<file path="config.mk">
export PLATFORM = sky130hd
export DESIGN_NAME = uart_receiver_param
export DESIGN_NICKNAME = d
export VERILOG_FILES = /design/src/rtl/uart_receiver_param.sv
export SDC_FILE = /design/constraint.sdc
export NUM_CORES = 1
export LEC_CHECK = 0
export CORE_MARGIN = 3
export CORE_UTILIZATION = 50
export CTS_CLUSTER_DIAMETER = 120
export DETAILED_ROUTE_END_ITERATION = 7
export PLACE_DENSITY = 0.72
export SYNTH_ARGS = -nofsm -noshare
export SYNTH_HDL_FRONTEND = slang
export SYNTH_SLANG_ARGS = --single-unit
</file>
<file path="constraint.sdc">
create_clock -name clk -period 5.8 [get_ports clk]
set_input_delay 1.16 -clock clk [delete_from_list [all_inputs] [get_ports clk]]
set_output_delay 1.16 -clock clk [all_outputs]
set_load 0.05 [all_outputs]
</file>
<file path="src/rtl/uart_receiver_param.sv">
// Oversampled UART receiver with configurable data/parity/stop framing, a single
// output word register with ready/valid handshake, and registered error pulses.
module uart_receiver_param #(
  parameter int DATA_BITS   = 8,
  parameter int PARITY_MODE = 1,
  parameter int STOP_BITS   = 1,
  parameter int OVERSAMPLE  = 16
) (
  input  logic                 clk,
  input  logic                 reset,
  input  logic                 sample_tick,
  input  logic                 rx_in,
  output logic [DATA_BITS-1:0] dout,
  output logic                 dout_valid,
  input  logic                 dout_ready,
  output logic                 parity_err,
  output logic                 frame_err,
  output logic                 overrun_err,
  output logic                 busy
);

  localparam int TW = $clog2(OVERSAMPLE);
  localparam int BW = 4;
  localparam logic [TW-1:0] HALF_LAST  = TW'(OVERSAMPLE / 2 - 1);
  localparam logic [TW-1:0] FULL_LAST  = TW'(OVERSAMPLE - 1);
  localparam logic [BW-1:0] DATA_LAST  = BW'(DATA_BITS - 1);
  localparam logic [BW-1:0] STOP_LAST  = BW'(STOP_BITS - 1);
  localparam logic          PAR_TARGET = (PARITY_MODE == 2);

  typedef enum logic [2:0] {
    S_IDLE,
    S_START,
    S_DATA,
    S_PARITY,
    S_STOP,
    S_BREAK
  } state_t;

  state_t state;
  state_t next_state;

  logic                 sync1;
  logic                 sync2;
  logic                 rxs;
  logic [TW-1:0]        tick_cnt;
  logic [TW-1:0]        tick_last;
  logic [BW-1:0]        bit_cnt;
  logic [DATA_BITS-1:0] shreg;
  logic                 par_bit;
  logic                 half_hit;
  logic                 full_hit;
  logic                 shift_en;
  logic                 par_en;
  logic                 stop_low;
  logic                 frame_done;
  logic                 parity_ok;

  // The synchronizer idles high so reset never looks like a start bit.
  always_ff @(posedge clk or posedge reset) begin
    if (reset) begin
      sync1 <= 1'b1;
      sync2 <= 1'b1;
    end else begin
      sync1 <= rx_in;
      sync2 <= sync1;
    end
  end

  assign rxs       = sync2;
  assign tick_last = (state == S_START) ? HALF_LAST : FULL_LAST;
  assign half_hit  = sample_tick && (tick_cnt == HALF_LAST);
  assign full_hit  = sample_tick && (tick_cnt == FULL_LAST);

  always_ff @(posedge clk or posedge reset) begin
    if (reset) begin
      state <= S_IDLE;
    end else begin
      state <= next_state;
    end
  end

  always_comb begin
    next_state = state;
    unique case (state)
      S_IDLE: begin
        if (sample_tick && !rxs) begin
          next_state = S_START;
        end
      end
      S_START: begin
        if (half_hit) begin
          next_state = rxs ? S_IDLE : S_DATA;
        end
      end
      S_DATA: begin
        if (full_hit && (bit_cnt == DATA_LAST)) begin
          next_state = (PARITY_MODE != 0) ? S_PARITY : S_STOP;
        end
      end
      S_PARITY: begin
        if (full_hit) begin
          next_state = S_STOP;
        end
      end
      S_STOP: begin
        if (full_hit) begin
          if (!rxs) begin
            next_state = S_BREAK;
          end else if (bit_cnt == STOP_LAST) begin
            next_state = S_IDLE;
          end
        end
      end
      S_BREAK: begin
        if (sample_tick && rxs) begin
          next_state = S_IDLE;
        end
      end
      default: next_state = S_IDLE;
    endcase
  end

  always_comb begin
    busy       = (state != S_IDLE);
    shift_en   = (state == S_DATA) && full_hit;
    par_en     = (state == S_PARITY) && full_hit;
    stop_low   = (state == S_STOP) && full_hit && !rxs;
    frame_done = (state == S_STOP) && full_hit && rxs && (bit_cnt == STOP_LAST);
  end

  // Counters restart on every state change and stay parked in IDLE/BREAK.
  always_ff @(posedge clk or posedge reset) begin
    if (reset) begin
      tick_cnt <= '0;
      bit_cnt  <= '0;
    end else if (sample_tick) begin
      if ((state != next_state) || (state == S_IDLE) || (state == S_BREAK)) begin
        tick_cnt <= '0;
        bit_cnt  <= '0;
      end else if (tick_cnt == tick_last) begin
        tick_cnt <= '0;
        bit_cnt  <= bit_cnt + BW'(1);
      end else begin
        tick_cnt <= tick_cnt + TW'(1);
      end
    end
  end

  always_ff @(posedge clk or posedge reset) begin
    if (reset) begin
      shreg   <= '0;
      par_bit <= 1'b0;
    end else begin
      if (shift_en) begin
        shreg <= {rxs, shreg[DATA_BITS-1:1]};
      end
      if (par_en) begin
        par_bit <= rxs;
      end
    end
  end

  assign parity_ok = (PARITY_MODE == 0) || (((^shreg) ^ par_bit) == PAR_TARGET);

  // A good frame only lands when the register is free or being drained this cycle.
  always_ff @(posedge clk or posedge reset) begin
    if (reset) begin
      dout        <= '0;
      dout_valid  <= 1'b0;
      parity_err  <= 1'b0;
      frame_err   <= 1'b0;
      overrun_err <= 1'b0;
    end else begin
      parity_err  <= frame_done && !parity_ok;
      frame_err   <= stop_low;
      overrun_err <= frame_done && parity_ok && dout_valid && !dout_ready;
      if (frame_done && parity_ok && (!dout_valid || dout_ready)) begin
        dout       <= shreg;
        dout_valid <= 1'b1;
      end else if (dout_ready) begin
        dout_valid <= 1'b0;
      end
    end
  end

endmodule

</file>
==> results of run 1 <==
power breakdown:
group	total, mW	switching [mW]	internal, mW
registers	0.301	0.0417	0.259
clock network	0.182	0.0790	0.103
logic	0.134	0.0729	0.0607
total	0.616	0.194	0.423
synth_stat cells:
| library cell | number |
|---|---|
| nand3_1 | 4 |
| nor3_1 | 2 |
| and2_1 | 1 |
| o21bai_1 | 1 |
| a221o_1 | 1 |
| xor2_1 | 2 |
| o211a_1 | 1 |
| or3_4 | 1 |
| ha_1 | 3 |
| clkbuf_1 | 2 |
| dfstp_2 | 2 |
| and3_1 | 4 |
| xnor3_1 | 1 |
| o311ai_0 | 1 |
| dfrtp_1 | 32 |
| o21ai_0 | 6 |
| o22ai_1 | 2 |
| xnor2_1 | 9 |
| nor3b_2 | 1 |
| or3_1 | 1 |
| nor2_1 | 5 |
| a31oi_1 | 2 |
| nor4b_1 | 1 |
| a211oi_1 | 1 |
| o2111ai_1 | 1 |
| a21o_1 | 1 |
| o2bb2ai_1 | 1 |
| nor3b_1 | 2 |
| o31ai_1 | 1 |
| nor4_1 | 2 |
| nor4bb_1 | 1 |
| mux2_2 | 16 |
| nor3b_4 | 1 |
| nand2b_1 | 4 |
| buf_6 | 1 |
| nand2_1 | 9 |
| inv_1 | 6 |
| mux2i_1 | 1 |
| buf_2 | 3 |
| and2b_2 | 1 |
| a21oi_1 | 7 |
| nand4b_1 | 1 |
registers in the layout, indices dropped and copies added, names as in the netlist, 3 cells and up:
name	cells
bit_cnt	4
dout	8
tick_cnt	4
state	3
shreg	8
worst max-delay path, cell delays in order:
cell and delay (ns):
clkdlybuf4s50_1 0.75, nand3_1 0.25, nor2_1 0.27, and3_1 0.23, and3_1 0.40, mux2_2 0.38
final timing paths:
path,from,to,depth (start not counted)
worst max-delay path,sample_tick,dout[5],6
worst min-delay path,sync1,rxs,0
worst max register to register,rxs,dout[5],5
worst min register to register,sync1,rxs,0
max in group asynchronous,reset,rxs,3
min in group asynchronous,reset,bit_cnt[1],3
final cells by class:
type	count	area [um2]
clock buffer	7	55.1
clock inverter	1	30.0
fill	257	1170
inverter	6	22.5
multi-input combinational	99	764
sequential	34	853
tap	44	55.1
timing repair buffer	18	178
per-stage QoR:
stage	instance area, um2	hold WS (ns)	util [%]	cells
floorplan	1670	0.345	-	145
global placement	1870	0.346	59.9	201
detailed placement	1870	0.352	59.9	201
CTS	1960	0.366	62.6	209
global route	1960	0.369	62.6	209
finish	1960	0.364	62.6	209
cell families after synthesis:
logic type,Yosys count
muxes,17
DFF,34
AOI/OAI and AO/OA,26
buffers and inverters,12
xor gates and xnor gates,12
and+or+nand+nor,41
adders and majority gates,3
routing by layer:
metal	track usage, %	routed length (um)
met5	0	0
met4	6.47	37
met3	5.80	114
met2	24.9	1370
met1	18.8	1300
==> impl_results.md, run 1 <==
* Status: completed
* Vias in the first global route at 1051
* Final WL at 2820 um
* Leak at 0.890 nW
* Initial antenna violation count at 0
* Gpl congestion at 0.826
* Syn_area_per_cell at 11.5 um2
* Cell variety after synth at 42
* Share of cells above drive strength 1 at 18.2%
* CP required at 6.03 ns
* Synth Warn # at 0
* Global-route wire length before repair at 4830 um
* H-tree levels at 2
* Core area at 3130 um2
* Multiplexer share of the synthesized area at 11.4%
* # IOs at 18
* Cts hold-fix bufs at 0
* Layout Nets at 172
* CP startpoint kind: input port
* VDD IR-drop max at 210 uV
* Initial DRT Pass Iterations at 4
* Count of final setup violators at 0
* Diodes inserted at 0
* Critical Path AT at 3.46 ns
* Starting density of the core at 53.5%
* Vias per cell at 5.44
* # DRC at 0
* Largest net degree at the start of global routing at 35
* Main combinational cell family by area after synthesis: simple AND/OR/NAND/NOR gates
* Post-CTS setup buffer count at 0
* Final min period at 3.23 ns
* Root Driver: clkbuf_4
* Largest cells by area after synthesis: dfrtp_1 48%, mux2_2 11%, xnor2_1 4.7%
* Post-Syn Nets at 153
* Worst slack at placement at 2.20 ns
* TNS Setup at 0 ns
* TritonCTS clock tree: done
* Total grt overflow at 0
* Worst slew pin tran at 0.590 ns
* Die Height at 63.9 um
* Total global-route track usage at 15.6%
* Synth Area in Adders at 2.24%
* Rel. slew slack at 60.1%
* Final Slew Violations at 0
* Max-cap violation count at 0
* Die X at 63.9 um
* Critical Path End Type: register
* DR WL/cell at 13.5 um
* Power Dens Cells at 315 nW/um2
* Clock Latency Late Sink at 0.34 ns
* Final setup margin at 2.57 ns
* Clock transition at path regs at 0.10 ns
* Rows at 20
* Quantity of I/O buffers inserted on ports at 17
* Hold Fails Final Rpt at 0
* HPWL Detailed at 2030 um
* Final period util at 55.7%
* Post-Synth Simple-Gate Area at 15.0%
* CP Max Fanout at 16
* Pwr Total at 0.616 mW
* Final Skew at 0.00755 ns
* Post-synthesis cell area at 1670 um2
* ANT nets after route at 0
* Most common cell after layout, fill and taps aside: dfrtp_1
* CTS buffer count at 5
* Vias at 1137
* Most frequent cells in the layout: 32 x dfrtp_1, 17 x clkdlybuf4s50_1, 16 x mux2_2, 9 x xnor2_1, 9 x nand2_1
* Compound-Gate Fraction of Synth Area at 9.94%
* Area Growth Syn to Fin at 17.0%
* FMAX at 310 MHz
* RSZ-0062 raised after global routing: false
* Clock sink count at 34
* Sequential-to-total area share from yosys stat at 51.0%
* Xor and xnor fraction of the mapped netlist area at 7.10%
* Mapped Cells at 145
* 1st-iter DRT viols at 43
* Share of the synthesized area in the top cell type at 47.8%
* Post-CTS sizing at 0
* Cell accounting for the most synthesized area: dfrtp_1
* Reg2reg setup slack at 3.37 ns
* CTS Buffer Depth at 2
* HP Class: register to register
* Crit path kind: input port to register
* Synthesized flop and latch total at 34
* Die area at 4080 um2
(Power assumes the default switching activity.)
==> inputs of run 2 (changes only) <==
- PLACE_DENSITY: 0.72 -> 0.75
- clock period: 5.8 -> 2.7 ns (I/O delays scaled with it)
==> impl_results.md, run 2 (synthesis results as in run 1) <==
* Rows at 20
* Gpl congestion at 0.789
* Final Slew Violations at 0
* Fin cells at 211
* Initial DRT Pass Iterations at 4
* Cts hold-fix bufs at 0
* Clock transition at path regs at 0.10 ns
* Global-route wire length before repair at 5570 um
* Critical Path End Type: output pin
* Root Driver: clkbuf_4
* Slowest CP cell: clkdlybuf4s50_1
* Leak at 0.900 nW
* HP Class: register to register
* Buf/Inv on CP at 1
* Vias per cell at 5.47
* Largest registers: dout: 8 flops, shreg: 8 flops
* Share of cells above drive strength 1 at 19.2%
* FMAX at 391 MHz
* CP Max Fanout at 15
* Vias in the first global route at 1183
* Final Util at 63.1%
* Pwr Total at 1.33 mW
* Hold Fails Final Rpt at 0
* VDD IR-drop max at 465 uV
* Critical Path AT at 2.02 ns
* ANT nets after route at 0
* Max-cap violation count at 0
* 1st-iter DRT viols at 78
* Quantity of I/O buffers inserted on ports at 17
* Largest net degree at the start of global routing at 35
* RSZ-0062 raised after global routing: false
* Total global-route track usage at 17.5%
* Crit-path max cell delay at 0.71 ns
* Most common cell after layout, fill and taps aside: dfrtp_1
* Placed cell area at 1890 um2
* Final Skew at 0.0104 ns
* Most frequent cells in the layout: 32 x dfrtp_1, 17 x clkdlybuf4s50_1, 16 x mux2_2, 9 x xnor2_1, 9 x nand2_1
* H-tree levels at 2
* Placed insts at 203
* Vias at 1155
* Min Hold Slack at 0.364 ns
* TritonCTS clock tree: done
* Die area at 4080 um2
* Area Growth Syn to Fin at 17.9%
* HPWL Detailed at 2170 um
* Crit path kind: register to output pin
* Critical path cell sequence: or3_1 -> clkdlybuf4s50_1
* Starting density of the core at 53.5%
* CP required at 2.16 ns
* Final setup margin at 0.145 ns
* Post-layout instance area at 1970 um2
* CTS Buffer Depth at 2
* Die X at 63.9 um
* Rel. slew slack at 61.5%
* Power Dens Cells at 674 nW/um2
* Clock Latency Late Sink at 0.34 ns
* Die Height at 63.9 um
* Total grt overflow at 0
* TNS Setup at 0 ns
* Final WL at 3110 um
* Post-CTS sizing at 0
* Worst slew pin tran at 0.570 ns
* # DRC at 0
* Diodes inserted at 0
* Clock sink count at 34
* Final min period at 2.56 ns
* CP startpoint kind: register
* Layout Nets at 174
* Cell family with most CP delay: buffers and inverters
* # IOs at 18
* Core area at 3130 um2
* Initial antenna violation count at 0
* Final period util at 94.6%
* Status: completed
* Worst slack at placement at 0.149 ns
* DR WL/cell at 14.7 um
* Post-CTS setup buffer count at 0
* Count of final setup violators at 0
* CTS buffer count at 5
[run 2: report_power, final]
group | leakage (nW) | internal (mW) | switching (mW)
clock | 0.0455 | 0.221 | 0.168
combinational | 0.399 | 0.132 | 0.164
sequential | 0.455 | 0.556 | 0.0888
[run 2: worst reg2reg max path: cells and delay by family (launching register included)]
family | cells | cell delay, ns
multiplexers | 1 | 0.38
AND/OR/NAND/NOR | 3 | 1.21
flip-flops | 1 | 0.61
buffers and inverters | 1 | 0.09
[run 2: layer usage]
metal,share of wire (%),vias up,GRT usage [%]
met3,4.2,3,6.50
met5,0,-,0
met1,48,570,24.0
li1,-,557,-
met2,46,25,26.5
met4,0.93,0,4.04
[run 2: cell type report]
| class | instances | area, um2 |
|---|---|---|
| repair buffers | 20 | 193 |
| fillers | 261 | 1150 |
| clock buffers | 7 | 55.1 |
| multi-input cells | 99 | 764 |
| clock inverters | 1 | 30.0 |
| flip-flops and latches | 34 | 853 |
| inverters | 6 | 22.5 |
| well taps | 44 | 55.1 |
[run 2: path summary, 6_finish.rpt]
kind	end	cells past startpoint	from	slack, ns
worst max-delay path	busy	2	state[0]	0.14
worst min-delay path	rxs	0	sync1	0.36
worst max register to register	dout[5]	5	rxs	0.30
worst min register to register	rxs	0	sync1	0.36
max in group asynchronous	rxs	3	reset	1.79
min in group asynchronous	shreg[2]	3	reset	0.58
==> inputs of run 3 (changes only) <==
- TNS_END_PERCENT: not set -> 20
==> results of run 3 <==
No change in the layout: final DEF, timing and power equal those of run 2.
